<file path="src/rtl/branch_issue_scheduler.sv">
// Branch reservation-station scheduler: collapsing queue (slot 0 oldest),
// CDB wakeup with same-cycle dispatch bypass, oldest-ready select and a
// registered one-op-per-cycle issue port toward branch_FU.
module branch_issue_scheduler #(
  parameter int XLEN    = 32,
  parameter int ENTRIES = 4,
  parameter int TAG_W   = 6
) (
  input  logic                           clk,
  input  logic                           rst,
  input  logic                           disp_valid,
  output logic                           disp_ready,
  input  logic [2:0]                     disp_branch_type,
  input  logic [TAG_W-1:0]               disp_rob_tag,
  input  logic                           disp_rs1_rdy,
  input  logic                           disp_rs2_rdy,
  input  logic [XLEN-1:0]                disp_rs1_val,
  input  logic [XLEN-1:0]                disp_rs2_val,
  input  logic [TAG_W-1:0]               disp_rs1_tag,
  input  logic [TAG_W-1:0]               disp_rs2_tag,
  input  logic                           cdb_valid,
  input  logic [TAG_W-1:0]               cdb_tag,
  input  logic [XLEN-1:0]                cdb_data,
  input  logic                           flush,
  output logic                           fu_valid_in,
  output logic [2:0]                     fu_branch_type,
  output logic [XLEN-1:0]                fu_rs1,
  output logic [XLEN-1:0]                fu_rs2,
  output logic [TAG_W-1:0]               fu_rob_tag,
  output logic [$clog2(ENTRIES+1)-1:0]   occupancy
);

  localparam int OCC_W = $clog2(ENTRIES + 1);
  localparam int IDX_W = $clog2(ENTRIES);

  typedef struct packed {
    logic             valid;
    logic [2:0]       btype;
    logic [TAG_W-1:0] rob_tag;
    logic             rs1_rdy;
    logic [XLEN-1:0]  rs1_val;
    logic [TAG_W-1:0] rs1_tag;
    logic             rs2_rdy;
    logic [XLEN-1:0]  rs2_val;
    logic [TAG_W-1:0] rs2_tag;
  } entry_t;

  // Capture a broadcast result into any still-waiting source of a valid entry.
  function automatic entry_t wake(input entry_t e, input logic cv,
                                  input logic [TAG_W-1:0] ct,
                                  input logic [XLEN-1:0] cd);
    entry_t r;
    r = e;
    if (cv && e.valid && !e.rs1_rdy && (e.rs1_tag == ct)) begin
      r.rs1_rdy = 1'b1;
      r.rs1_val = cd;
    end
    if (cv && e.valid && !e.rs2_rdy && (e.rs2_tag == ct)) begin
      r.rs2_rdy = 1'b1;
      r.rs2_val = cd;
    end
    return r;
  endfunction

  entry_t              ent_q [ENTRIES];
  entry_t              ent_d [ENTRIES];
  entry_t              woke  [ENTRIES];
  entry_t              disp_ent;
  logic [ENTRIES-1:0]  slot_rdy;
  logic                issue;
  logic [IDX_W-1:0]    sel_idx;
  logic                disp_fire;
  logic [OCC_W-1:0]    occ_q, occ_d;
  logic [OCC_W-1:0]    wr_idx;

  logic                fu_valid_q, fu_valid_d;
  logic [2:0]          fu_type_q, fu_type_d;
  logic [XLEN-1:0]     fu_rs1_q, fu_rs1_d;
  logic [XLEN-1:0]     fu_rs2_q, fu_rs2_d;
  logic [TAG_W-1:0]    fu_tag_q, fu_tag_d;

  // Per-slot readiness (from registered state only) and CDB-woken copy.
  for (genvar gi = 0; gi < ENTRIES; gi++) begin : g_slot
    assign slot_rdy[gi] = ent_q[gi].valid & ent_q[gi].rs1_rdy & ent_q[gi].rs2_rdy;
    assign woke[gi]     = wake(ent_q[gi], cdb_valid, cdb_tag, cdb_data);
  end

  // Oldest-ready select: scan from the top so the lowest index wins.
  always_comb begin
    issue   = |slot_rdy;
    sel_idx = '0;
    for (int i = ENTRIES - 1; i >= 0; i--) begin
      if (slot_rdy[i]) sel_idx = IDX_W'(i);
    end
  end

  // Dispatch acceptance and the incoming entry, including CDB bypass.
  always_comb begin
    disp_ready = rst && !flush && (occ_q < OCC_W'(ENTRIES));
    disp_fire  = disp_valid && disp_ready;
    wr_idx     = occ_q - OCC_W'(issue);

    disp_ent          = '0;
    disp_ent.valid    = 1'b1;
    disp_ent.btype    = disp_branch_type;
    disp_ent.rob_tag  = disp_rob_tag;
    disp_ent.rs1_tag  = disp_rs1_tag;
    disp_ent.rs2_tag  = disp_rs2_tag;
    disp_ent.rs1_rdy  = disp_rs1_rdy || (cdb_valid && (cdb_tag == disp_rs1_tag));
    disp_ent.rs1_val  = disp_rs1_rdy ? disp_rs1_val : cdb_data;
    disp_ent.rs2_rdy  = disp_rs2_rdy || (cdb_valid && (cdb_tag == disp_rs2_tag));
    disp_ent.rs2_val  = disp_rs2_rdy ? disp_rs2_val : cdb_data;
  end

  // Next queue state: wake, collapse over the issued slot, append, flush.
  always_comb begin
    for (int i = 0; i < ENTRIES - 1; i++) begin
      ent_d[i] = (issue && (i >= int'(sel_idx))) ? woke[i+1] : woke[i];
    end
    ent_d[ENTRIES-1] = issue ? entry_t'('0) : woke[ENTRIES-1];
    for (int i = 0; i < ENTRIES; i++) begin
      if (disp_fire && (wr_idx == OCC_W'(i))) ent_d[i] = disp_ent;
    end
    occ_d = occ_q + OCC_W'(disp_fire) - OCC_W'(issue);
    if (flush) begin
      for (int i = 0; i < ENTRIES; i++) ent_d[i] = '0;
      occ_d = '0;
    end
  end

  // Issue register contents; a flush cancels the op selected this cycle.
  always_comb begin
    fu_valid_d = issue && !flush;
    fu_type_d  = fu_type_q;
    fu_rs1_d   = fu_rs1_q;
    fu_rs2_d   = fu_rs2_q;
    fu_tag_d   = fu_tag_q;
    if (fu_valid_d) begin
      fu_type_d = ent_q[sel_idx].btype;
      fu_rs1_d  = ent_q[sel_idx].rs1_val;
      fu_rs2_d  = ent_q[sel_idx].rs2_val;
      fu_tag_d  = ent_q[sel_idx].rob_tag;
    end
  end

  // State registers, cleared immediately by the asynchronous reset.
  always_ff @(posedge clk or negedge rst) begin
    if (!rst) begin
      for (int i = 0; i < ENTRIES; i++) ent_q[i] <= '0;
      occ_q      <= '0;
      fu_valid_q <= 1'b0;
      fu_type_q  <= '0;
      fu_rs1_q   <= '0;
      fu_rs2_q   <= '0;
      fu_tag_q   <= '0;
    end else begin
      for (int i = 0; i < ENTRIES; i++) ent_q[i] <= ent_d[i];
      occ_q      <= occ_d;
      fu_valid_q <= fu_valid_d;
      fu_type_q  <= fu_type_d;
      fu_rs1_q   <= fu_rs1_d;
      fu_rs2_q   <= fu_rs2_d;
      fu_tag_q   <= fu_tag_d;
    end
  end

  assign fu_valid_in    = fu_valid_q;
  assign fu_branch_type = fu_type_q;
  assign fu_rs1         = fu_rs1_q;
  assign fu_rs2         = fu_rs2_q;
  assign fu_rob_tag     = fu_tag_q;
  assign occupancy      = occ_q;

endmodule

</file>
<file path="config.mk">
export PLATFORM = sky130hd
export DESIGN_NAME = branch_issue_scheduler
export DESIGN_NICKNAME = d
export VERILOG_FILES = /design/src/rtl/branch_issue_scheduler.sv
export SDC_FILE = /design/constraint.sdc
export NUM_CORES = 1
export LEC_CHECK = 0
export ABC_AREA = 1
export CAP_MARGIN = 20
export CORE_ASPECT_RATIO = 1.1
export CORE_MARGIN = 8
export CORE_UTILIZATION = 50
export CTS_BUF_LIST = sky130_fd_sc_hd__clkbuf_4 sky130_fd_sc_hd__clkbuf_8
export CTS_CLUSTER_SIZE = 10
export DETAILED_ROUTE_END_ITERATION = 10
export GPL_ROUTABILITY_DRIVEN = 0
export GPL_TIMING_DRIVEN = 0
export PLACE_DENSITY_LB_ADDON = 0.08
export SYNTH_ARGS = -nofsm -noshare
export SYNTH_HDL_FRONTEND = slang
export SYNTH_SLANG_ARGS = --single-unit
</file>
<file path="constraint.sdc">
create_clock -name clk -period 3.4 [get_ports clk]
set_input_delay 0.85 -clock clk [delete_from_list [all_inputs] [get_ports clk]]
set_output_delay 0.85 -clock clk [all_outputs]
set_load 0.1 [all_outputs]
</file>
== Word-level counts from Yosys, hierarchy flattened ==
Index checks and enable logic that the tools add are counted.
Storage, ports and cells
  register bits after elaboration: 429
  latch bits: 0
  memory bits (writable): 0
  memory bits (read-only): 0
  output and inout bits: 78
  memories kept: 0
Operators by class
  $add $sub $neg: 3
  $mul: 0
  divide/modulo/power cells: 0
  magnitude comparators: 5
  equality and inequality tests: 13
  shift-type cells: 0
  multiplexer cells: 27
  bitwise logic cells: 9
  reductions and logical operators: 52
Operators with widths (number)
  88-bit 2-to-1 mux: 8
  352-bit 2-to-1 mux: 1
  33-bit 2-to-1 mux: 8
  88-bit binary-select mux with 2-bit select: 1
  87-bit 2-to-1 mux: 2
  32-bit 2-to-1 mux: 2
  6-bit == test: 10
  1-bit logical AND: 33
  3-bit nonzero test: 4
  1-bit logical NOT: 9
  1-bit bitwise AND: 8
  2-bit 2-to-1 mux: 4
  4-bit nonzero test: 2
  3-bit by 2-bit == test with 1-bit output, second input constant: 2
  3-bit by 1-bit subtractor with 3-bit output: 2
  1-bit by 2-bit greater-or-equal comparator with 1-bit output, first input constant: 2
  4-bit OR reduction: 1
  3-bit by 1-bit adder with 3-bit output: 1
  3-bit by 1-bit == test with 1-bit output, second input constant: 1
  3-bit greater-or-equal comparator, second input constant: 1
  3-bit logical NOT: 1
  3-bit less-than comparator, second input constant: 1
  3-bit 2-to-1 mux: 1
  2-bit NOT with 3-bit output: 1
  2 further kinds: 3

== Longest topological paths before layout ==
Gate-level depths: netlist of the first run.
  depth after elaboration: 11
  mapped depth: 18

== Worst setup path before layout of the first run ==
Ideal clock, no wire load.
  kind: input-to-output
  from: input port flush
  to: output port disp_ready
  arrival time: 2949 ps
  setup slack: -399 ps
  stages: 6
  buffers on the path: 3
  path through: buf_2 inv_4 clkbuf_1 clkbuf_1 nand2_1 nor2_1
Between the ends
  cells in the longest elaborated chain, start to end: 3
Ends and longest elaborated chain
  from (decl): line 24  | input logic flush,
  1-bit logical NOT: line 99  | disp_ready = rst && !flush && (occ_q < OCC_W'(ENTRIES));
  1-bit logical AND (2 in series): line 99
  to (decl): line 12  | output logic disp_ready,
No other way between the ends.

== Worst setup path after layout of the first run ==
  from: register ent_q[341] (netlist name)
  to: register ent_q[90] (netlist name)
Between the ends
  cells in the longest elaborated chain, start to end: 8
  elaborated cells between the ends (all ways): 12
  classes of those cells: 1 x add/sub; 1 x order compare; 1 x eq/ne; 3 x mux; 2 x bitwise; 4 x reduce/logical
Ends and longest elaborated chain
  1-bit bitwise AND (*) (2 in series): line 84  | assign slot_rdy[gi] = ent_q[gi].valid & ent_q[gi].rs1_rdy & ent_q[gi].rs2_rdy;
  4-bit OR reduction: line 90  | issue = |slot_rdy;
  3-bit by 1-bit subtractor with 3-bit output: line 101  | wr_idx = occ_q - OCC_W'(issue);
  3-bit by 2-bit == test with 1-bit output: line 122  | if (disp_fire && (wr_idx == OCC_W'(i))) ent_d[i] = disp_ent;
  1-bit logical AND: line 122
  88-bit 2-to-1 mux: line 122
  352-bit 2-to-1 mux: line 125  | if (flush) begin
Every way passes the cells marked *; elsewhere a longest branch is shown, timed or not.
A chain may end at the register's enable or synchronous reset.

==> impl_results.md, run 1 <==
* FF+latch area at 0.0107 mm²
* Footprint of the multi-input gates at 0.0135 mm²
* 1st-iter DRT viols at 4,135
* Final Hold Viols at 0
* Setup CP Type: reg -> reg
* Met3 usage at 0.105
* DR vias/cell at 5.83
* Nets@finish at 4,597
* Fin cells at 5,205
* Final Skew at 0.0471 ns
* Clock slew at reported path FFs at 0.06 ns
* Reg-to-reg setup timing slack at -0.05 ns
* Setup ws final at -0.0468 ns
* H-tree depth at 3
* Commonest non-fill, non-tap cell in the layout: nand2_1
* Final setup violation count at 3
* Post-synthesis register bit count at 429
* Clk buf depth at 3
* Max VDD drop at 0.318 mV
* Tcrit/Tclk final at 1.01
* Warnings, synthesis at 0
* Status: finished, violations left
* RSZ-0062 raised after global routing: no
* Hold Slack at 0.0638 ns
* GR peak layer: met2
* Drc violations at 0
* Core area at 0.0533 mm²
* Global Route Usage Sum at 0.373
* Max frequency at 0.290 GHz
* Max Cap Viol at 0
* Leakage power at 16.2 nW
* First-pass GRT wire length at 174,000 µm
* Worst r2r dst: ent_q[90]
* Die height at 259 µm
* Clock sinks at 429
* Largest net degree at the start of global routing at 117
* Synthesized cell area at 0.0268 mm²
* GRT overflow at 0
* Failing checks: setup timing
* Post-synth top area share at 0.400
* Setup crit end: ent_q[90]
* Antenna violations before repair at 7
* Final wirelength at 118,000 µm
* Syn nets at 4,302
* Crit Path Max Fanout at 10
* Req. time, crit path at 3.94 ns
* Met1 Track Usage GR at 0.464
* Layout cells sized above 1 at 0.0744
* Crit path capture type: flip-flop
* Worst Hold Class: in -> async
* Via count at 30,400
* Root buf cell: clkbuf_8
* Commonest cells after routing, fill and taps aside: nand2_1, o21ai_0, dfrtp_1, nor2_1, inv_1
* Vias in the first global route at 28,600
* Critical path launch point: ent_q[341]
* Reg2Reg Depth at 15
* Worst-skew pair later-pin latency at 0.71 ns
* Post-synth EDFFs at 0
* Post-route minimum period at 3.45 ns
* Drt first pass iters at 8
* Max Slew Vio Count at 0
* Synth Flop Type: dfrtp_1
* Area contributors post-synth: dfrtp_1, nand2_1, o21ai_0
* ANT nets after route at 0
* CTS tree: built
* Area grow syn2layout at 18.4%
* Inst Count DP at 5,056
* IO Pins at 208
* Least-Margin Pin Slew at 1.16 ns
* Slew HR at 0.227
* DP HPWL at 86,800 µm
* Synth area leader: dfrtp_1
* Final Instance Area at 0.0317 mm²
* Register area share after synthesis at 0.400
* RR Startpoint: ent_q[341]
* Cell count after synthesis at 4,167
* Dpl cell area at 0.0298 mm²
* Place WS at -1.15 ns
* Fill count at 5,418
* Mean Syn Cell Area at 6.43 µm²
* PwrDens at 442 mW/mm²
* CTS Buf Count at 79
* Initial core utilization at 0.503
* Chip Width at 237 µm
* Port bufs at 203
* Row Count at 89
* Fraction of registers with async set or reset after synthesis at 1.00
* Die Area at 0.0613 mm²
* Routed len/inst at 22.7 µm
* GR Util met2 at 0.570
* Synth unique cells at 36
* Startpoint types: flip-flop
* WP data arrival at 3.98 ns
layout make-up:
class | count | share of cell area
Sequential cell | 429 | 0.338
Timing Repair Buffer | 216 | 0.0721
Buffer | 262 | 0.0389
Multi-Input combinational cell | 3099 | 0.426
Tap cell | 682 | 0.0269
Clock buffer | 129 | 0.0504
Clock inverter | 8 | 0.00229
Antenna cell | 5 | 0.000394
Inverter | 375 | 0.0446
worst min-delay path by stage:
stage / start / to / cells after the start
global placement: ent_q[299] / ent_q[299] / 2
global route: rst / ent_q[172] / 1
floorplan: ent_q[270] / ent_q[270] / 2
finish: rst / ent_q[176] / 1
CTS: rst / ent_q[303] / 1
detailed placement: fu_rs2[2] / fu_rs2[2] / 2
through the flow:
| step | util | TNS [ns] | power (W) |
|---|---|---|---|
| floorplan | - | 0 | 0.00748 |
| global placement | 0.557 | - | 0.00857 |
| detailed placement | 0.559 | -239.39 | 0.00858 |
| CTS | 0.593 | 0 | 0.0140 |
| global route | 0.595 | 0 | 0.0145 |
| finish | 0.595 | -0.0547 | 0.0140 |
worst max-delay path: stages (launching register included):
cell      delay [ns]
dfrtp_1         0.46
nand3_4         0.23
nand2_2         0.15
nor2_2          0.23
inv_1           0.10
ha_1            0.20
ha_1            0.19
inv_1           0.05
nand2_1         0.05
nand2_2         0.13
nor2_1          0.08
nand3_4         0.24
clkbuf_1        0.66
o21ai_0         0.24
o21ai_0         0.14
o21ai_0         0.11
per-layer routing:
metal	share of wire	wire length (µm)
met5	0.000076	9
met4	0.066	7840
met3	0.13	15300
met2	0.43	51100
met1	0.37	43800
cells in the mapped netlist, drive strengths merged (7+ instances only):
master  number
a21oi      120
a22oi       42
buf        118
clkbuf     146
dfrtp      429
inv        374
nand2     1599
nand3      244
nand4        8
nor2       431
nor3         8
o211ai       7
o21ai      528
o21bai      24
o22ai       50
xnor2       16
xor2        11
state kept, by name (all words and copies together), names as in the netlist:
signal          count
ent_q             352
fu_rs1             32
fu_rs2             32
fu_rob_tag          6
fu_branch_type      3
occupancy           3
fu_valid_in         1
repair_timing:
item                                    CTS  global route
pin swaps                                 2             0
gates resized for setup                  35            48
endpoints found under the setup margin  258           266
hold buffers                              0             0
setup buffers                             4             1
cloned                                    1             1
cells by family after synthesis:
| family | Yosys count | synth area share |
|---|---|---|
| XOR/XNOR | 27 | 0.00882 |
| AO/OA/AOI/OAI | 775 | 0.154 |
| adder cells (fa/ha/maj) | 5 | 0.00261 |
| buffers and inverters | 639 | 0.0963 |
| flip-flops | 429 | 0.400 |
| AND/OR/NAND/NOR | 2292 | 0.337 |
report_power, final:
| part | internal [W] | switching (W) |
|---|---|---|
| Combinational | 0.000816 | 0.00224 |
| Clock | 0.00303 | 0.00239 |
| Sequential | 0.00539 | 0.000160 |
Power figures use the tool's default switching activity.
==> run 2, diff against run 1 <==
- CORE_UTILIZATION: 50 -> 40
- PLACE_DENSITY: default -> 0.61
- PLACE_DENSITY_LB_ADDON: 0.08 -> default
==> run 2 against run 1 <==
  * The flow now finishes without violations
  * Design area rose by 1.1%
  * Core utilization fell by 11 points
  * Total power rose by 1.9%
  * Non-clock buffer count rose by 2
  * Highest routed layer is now met4
  * Clock power rose by 4.3%
  * Critical path depth rose by 1
  * Via count fell by 3.0%
==> impl_results.md, run 2 (same netlist as run 1, synthesis figures left out) <==
* Critical-path cell list: nand3_4, nand2_2, nor2_4, inv_1, ha_1, ha_1, inv_1, nand2_1, nand2_2, nor3_1, nand2_1, nand3_2, clkinvlp_4, buf_2, o21ai_0, o21ai_0
* Drt first pass iters at 6 (-2)
* Max VDD drop at 0.264 mV (-17%)
* GR peak layer: met2
* Max Cap Viol at 0 (unchanged)
* Setup TNS at 0 ns (+0.0547 ns)
* Startpoint types: flip-flop
* Worst Hold Class: in -> async
* ANT nets after route at 0 (unchanged)
* Die Area at 0.0756 mm² (+23%)
* Row Count at 99 (+11%)
* Least-Margin Pin Slew at 1.06 ns (-0.0952 ns)
* Clock share of power at 0.395 (+0.009)
* Final Hold Viols at 0 (unchanged)
* DP HPWL at 90,200 µm (+3.9%)
* Gate power share at 0.216 (-0.002)
* IO Pins at 208 (unchanged)
* Final Instance Area at 0.0321 mm² (+1.1%)
* Clock sinks at 429 (unchanged)
* Clock slew at reported path FFs at 0.06 ns (about the same)
* CTS tree: built
* CTS Buf Count at 82 (+3.8%)
* Final wirelength at 122,000 µm (+3.0%)
* DR vias/cell at 5.46 (-6.4%)
* Setup CP Type: reg -> reg
* Met3 usage at 0.0960 (-0.00854)
* Slowest cell delay on critical path at 0.47 ns (-0.19 ns)
* Met1 Track Usage GR at 0.384 (-0.0798)
* Leakage power at 16.3 nW (+0.42%)
* Sequential power share at 0.389 (-0.007)
* Layout cells sized above 1 at 0.0771 (+0.00269)
* Vias in the first global route at 28,400 (-0.86%)
* Worst-skew pair later-pin latency at 0.72 ns (about the same)
* WP data arrival at 3.94 ns (-0.04 ns)
* Die height at 288 µm (+11%)
* Chip Width at 263 µm (+11%)
* Nets@finish at 4,602 (+0.11%)
* Req. time, crit path at 4.04 ns (+0.10 ns)
* Via count at 29,500 (-3.0%)
* GRT overflow at 0 (unchanged)
* Routed len/inst at 22.5 µm (-0.62%)
* Commonest non-fill, non-tap cell in the layout: nand2_1
* Switching Share at 0.344 (+0.00248)
* Core area at 0.0664 mm² (+24%)
* RSZ-0062 raised after global routing: yes
* Area grow syn2layout at 19.8%
* Final Skew at 0.0418 ns (-0.00531 ns)
* Setup ws final at 0.104 ns (+0.151 ns)
* Slew HR at 0.290 (+0.0634)
* Slowest CP cell: dfrtp_1
* H-tree depth at 3 (unchanged)
* Register name with the most flops: ent_q
* Drc violations at 0 (unchanged)
* Crit path capture type: flip-flop
* Largest register FFs at 352 (unchanged)
* First-pass GRT wire length at 179,000 µm (+2.9%)
* Commonest cells after routing, fill and taps aside: nand2_1, o21ai_0, dfrtp_1, nor2_1, inv_1
* Sw Pwr at 0.00491 W (+2.7%)
* Final setup violation count at 0 (-3)
* Root buf cell: clkbuf_8
* Initial core utilization at 0.404 (-0.0988)
* Cts hold-fix bufs at 0 (unchanged)
* Crit Path Max Fanout at 10 (unchanged)
* Largest net degree at the start of global routing at 105 (-10%)
* Tcrit/Tclk final at 0.969 (-0.0444)
* Max Slew Vio Count at 0 (unchanged)
* Status: finished clean
* Dpl cell area at 0.0300 mm² (+0.74%)
* Place WS at -1.04 ns (+0.111 ns)
* Antenna violations before repair at 5 (-2)
* Max frequency at 0.303 GHz (+4.6%)
* 1st-iter DRT viols at 3,372 (-18%)
* GR Util met2 at 0.482 (-0.0879)
* PwrDens at 445 mW/mm² (+0.77%)
* Global Route Usage Sum at 0.312 (-0.0616)
* Port bufs at 203 (unchanged)
* Pint at 0.00937 W (+1.5%)
* Post-route minimum period at 3.30 ns (-0.151 ns)
* Clk buf depth at 3 (unchanged)
## run 2: cell count changes in the layout (fill, tap and decap cells not counted), sizes merged
| cell | previous run | this run |
|---|---|---|
| diode | 5 | 6 |
| inv | 374 | 375 |
| clkbuf | 283 | 287 |
| clkinv | 5 | 1 |
| clkinvlp | 3 | 5 |
| bufinv | 1 | 0 |
| buf | 122 | 131 |
## run 2: per-stage QoR
stage	power [W]	hold slack (ns)	instances	util
after floorplan	0.00748	0.449	4167	-
after global placement	0.00862	0.462	5228	0.451
after detailed placement	0.00864	0.465	5232	0.452
after CTS	0.0143	0.151	5384	0.482
after global routing	0.0148	0.170	5391	0.484
final	0.0143	0.134	5393	0.484
## run 2: final cells by class
type / instances / area (µm²)
tap: 858 / 1070
multi-input combinational: 3099 / 13500
timing repair buffer: 217 / 2310
antenna: 6 / 15.0
clock inverter: 6 / 46.3
fill: 6992 / 34300
sequential: 429 / 10700
clock buffer: 140 / 1720
buffer: 263 / 1240
inverter: 375 / 1430
## run 2: layer usage
metal,routed length (µm),vias up
met3,14400,401
li1,-,13800
met4,7490,0
met5,0,-
met1,47100,13600
met2,52600,1661
## run 2: power groups by stage
| stage | Clock (W) | Combinational [W] | Sequential, W |
|---|---|---|---|
| 6_report | 0.00564 | 0.00309 | 0.00555 |
| 5_1_grt | 0.00592 | 0.00329 | 0.00558 |
| 4_1_cts | 0.00568 | 0.00303 | 0.00555 |
| 3_5_place_dp | 0 | 0.00300 | 0.00563 |
| 3_3_place_gp | 0 | 0.00298 | 0.00565 |
| 2_1_floorplan | 0 | 0.00108 | 0.00641 |
## run 2: path summary, 6_finish.rpt
kind	startpoint	to	cells past startpoint	slack [ns]
max	ent_q[302]	ent_q[77]	16	0.10
min	rst	fu_valid_in	1	0.13
max reg2reg	ent_q[302]	ent_q[77]	16	0.10
min reg2reg	fu_rs2[2]	fu_rs2[2]	2	0.47
max in group asynchronous	rst	ent_q[151]	3	1.82
min in group clk	fu_rs2[2]	fu_rs2[2]	2	0.47
## run 2: critical path, delay by kind of cell, from the launching register on
kind | cells | cell delay (ns)
and+or+nand+nor | 8 | 1.31
adders and majority gates | 2 | 0.38
DFF | 1 | 0.47
buffers and inverters | 4 | 0.80
AOI/OAI and AO/OA | 2 | 0.26
## run 2: repair_timing
item,CTS,global route
gates resized for setup,37,50
cloned,1,0
pin swaps,3,1
setup endpoints to repair,319,320
buffers inserted,5,4
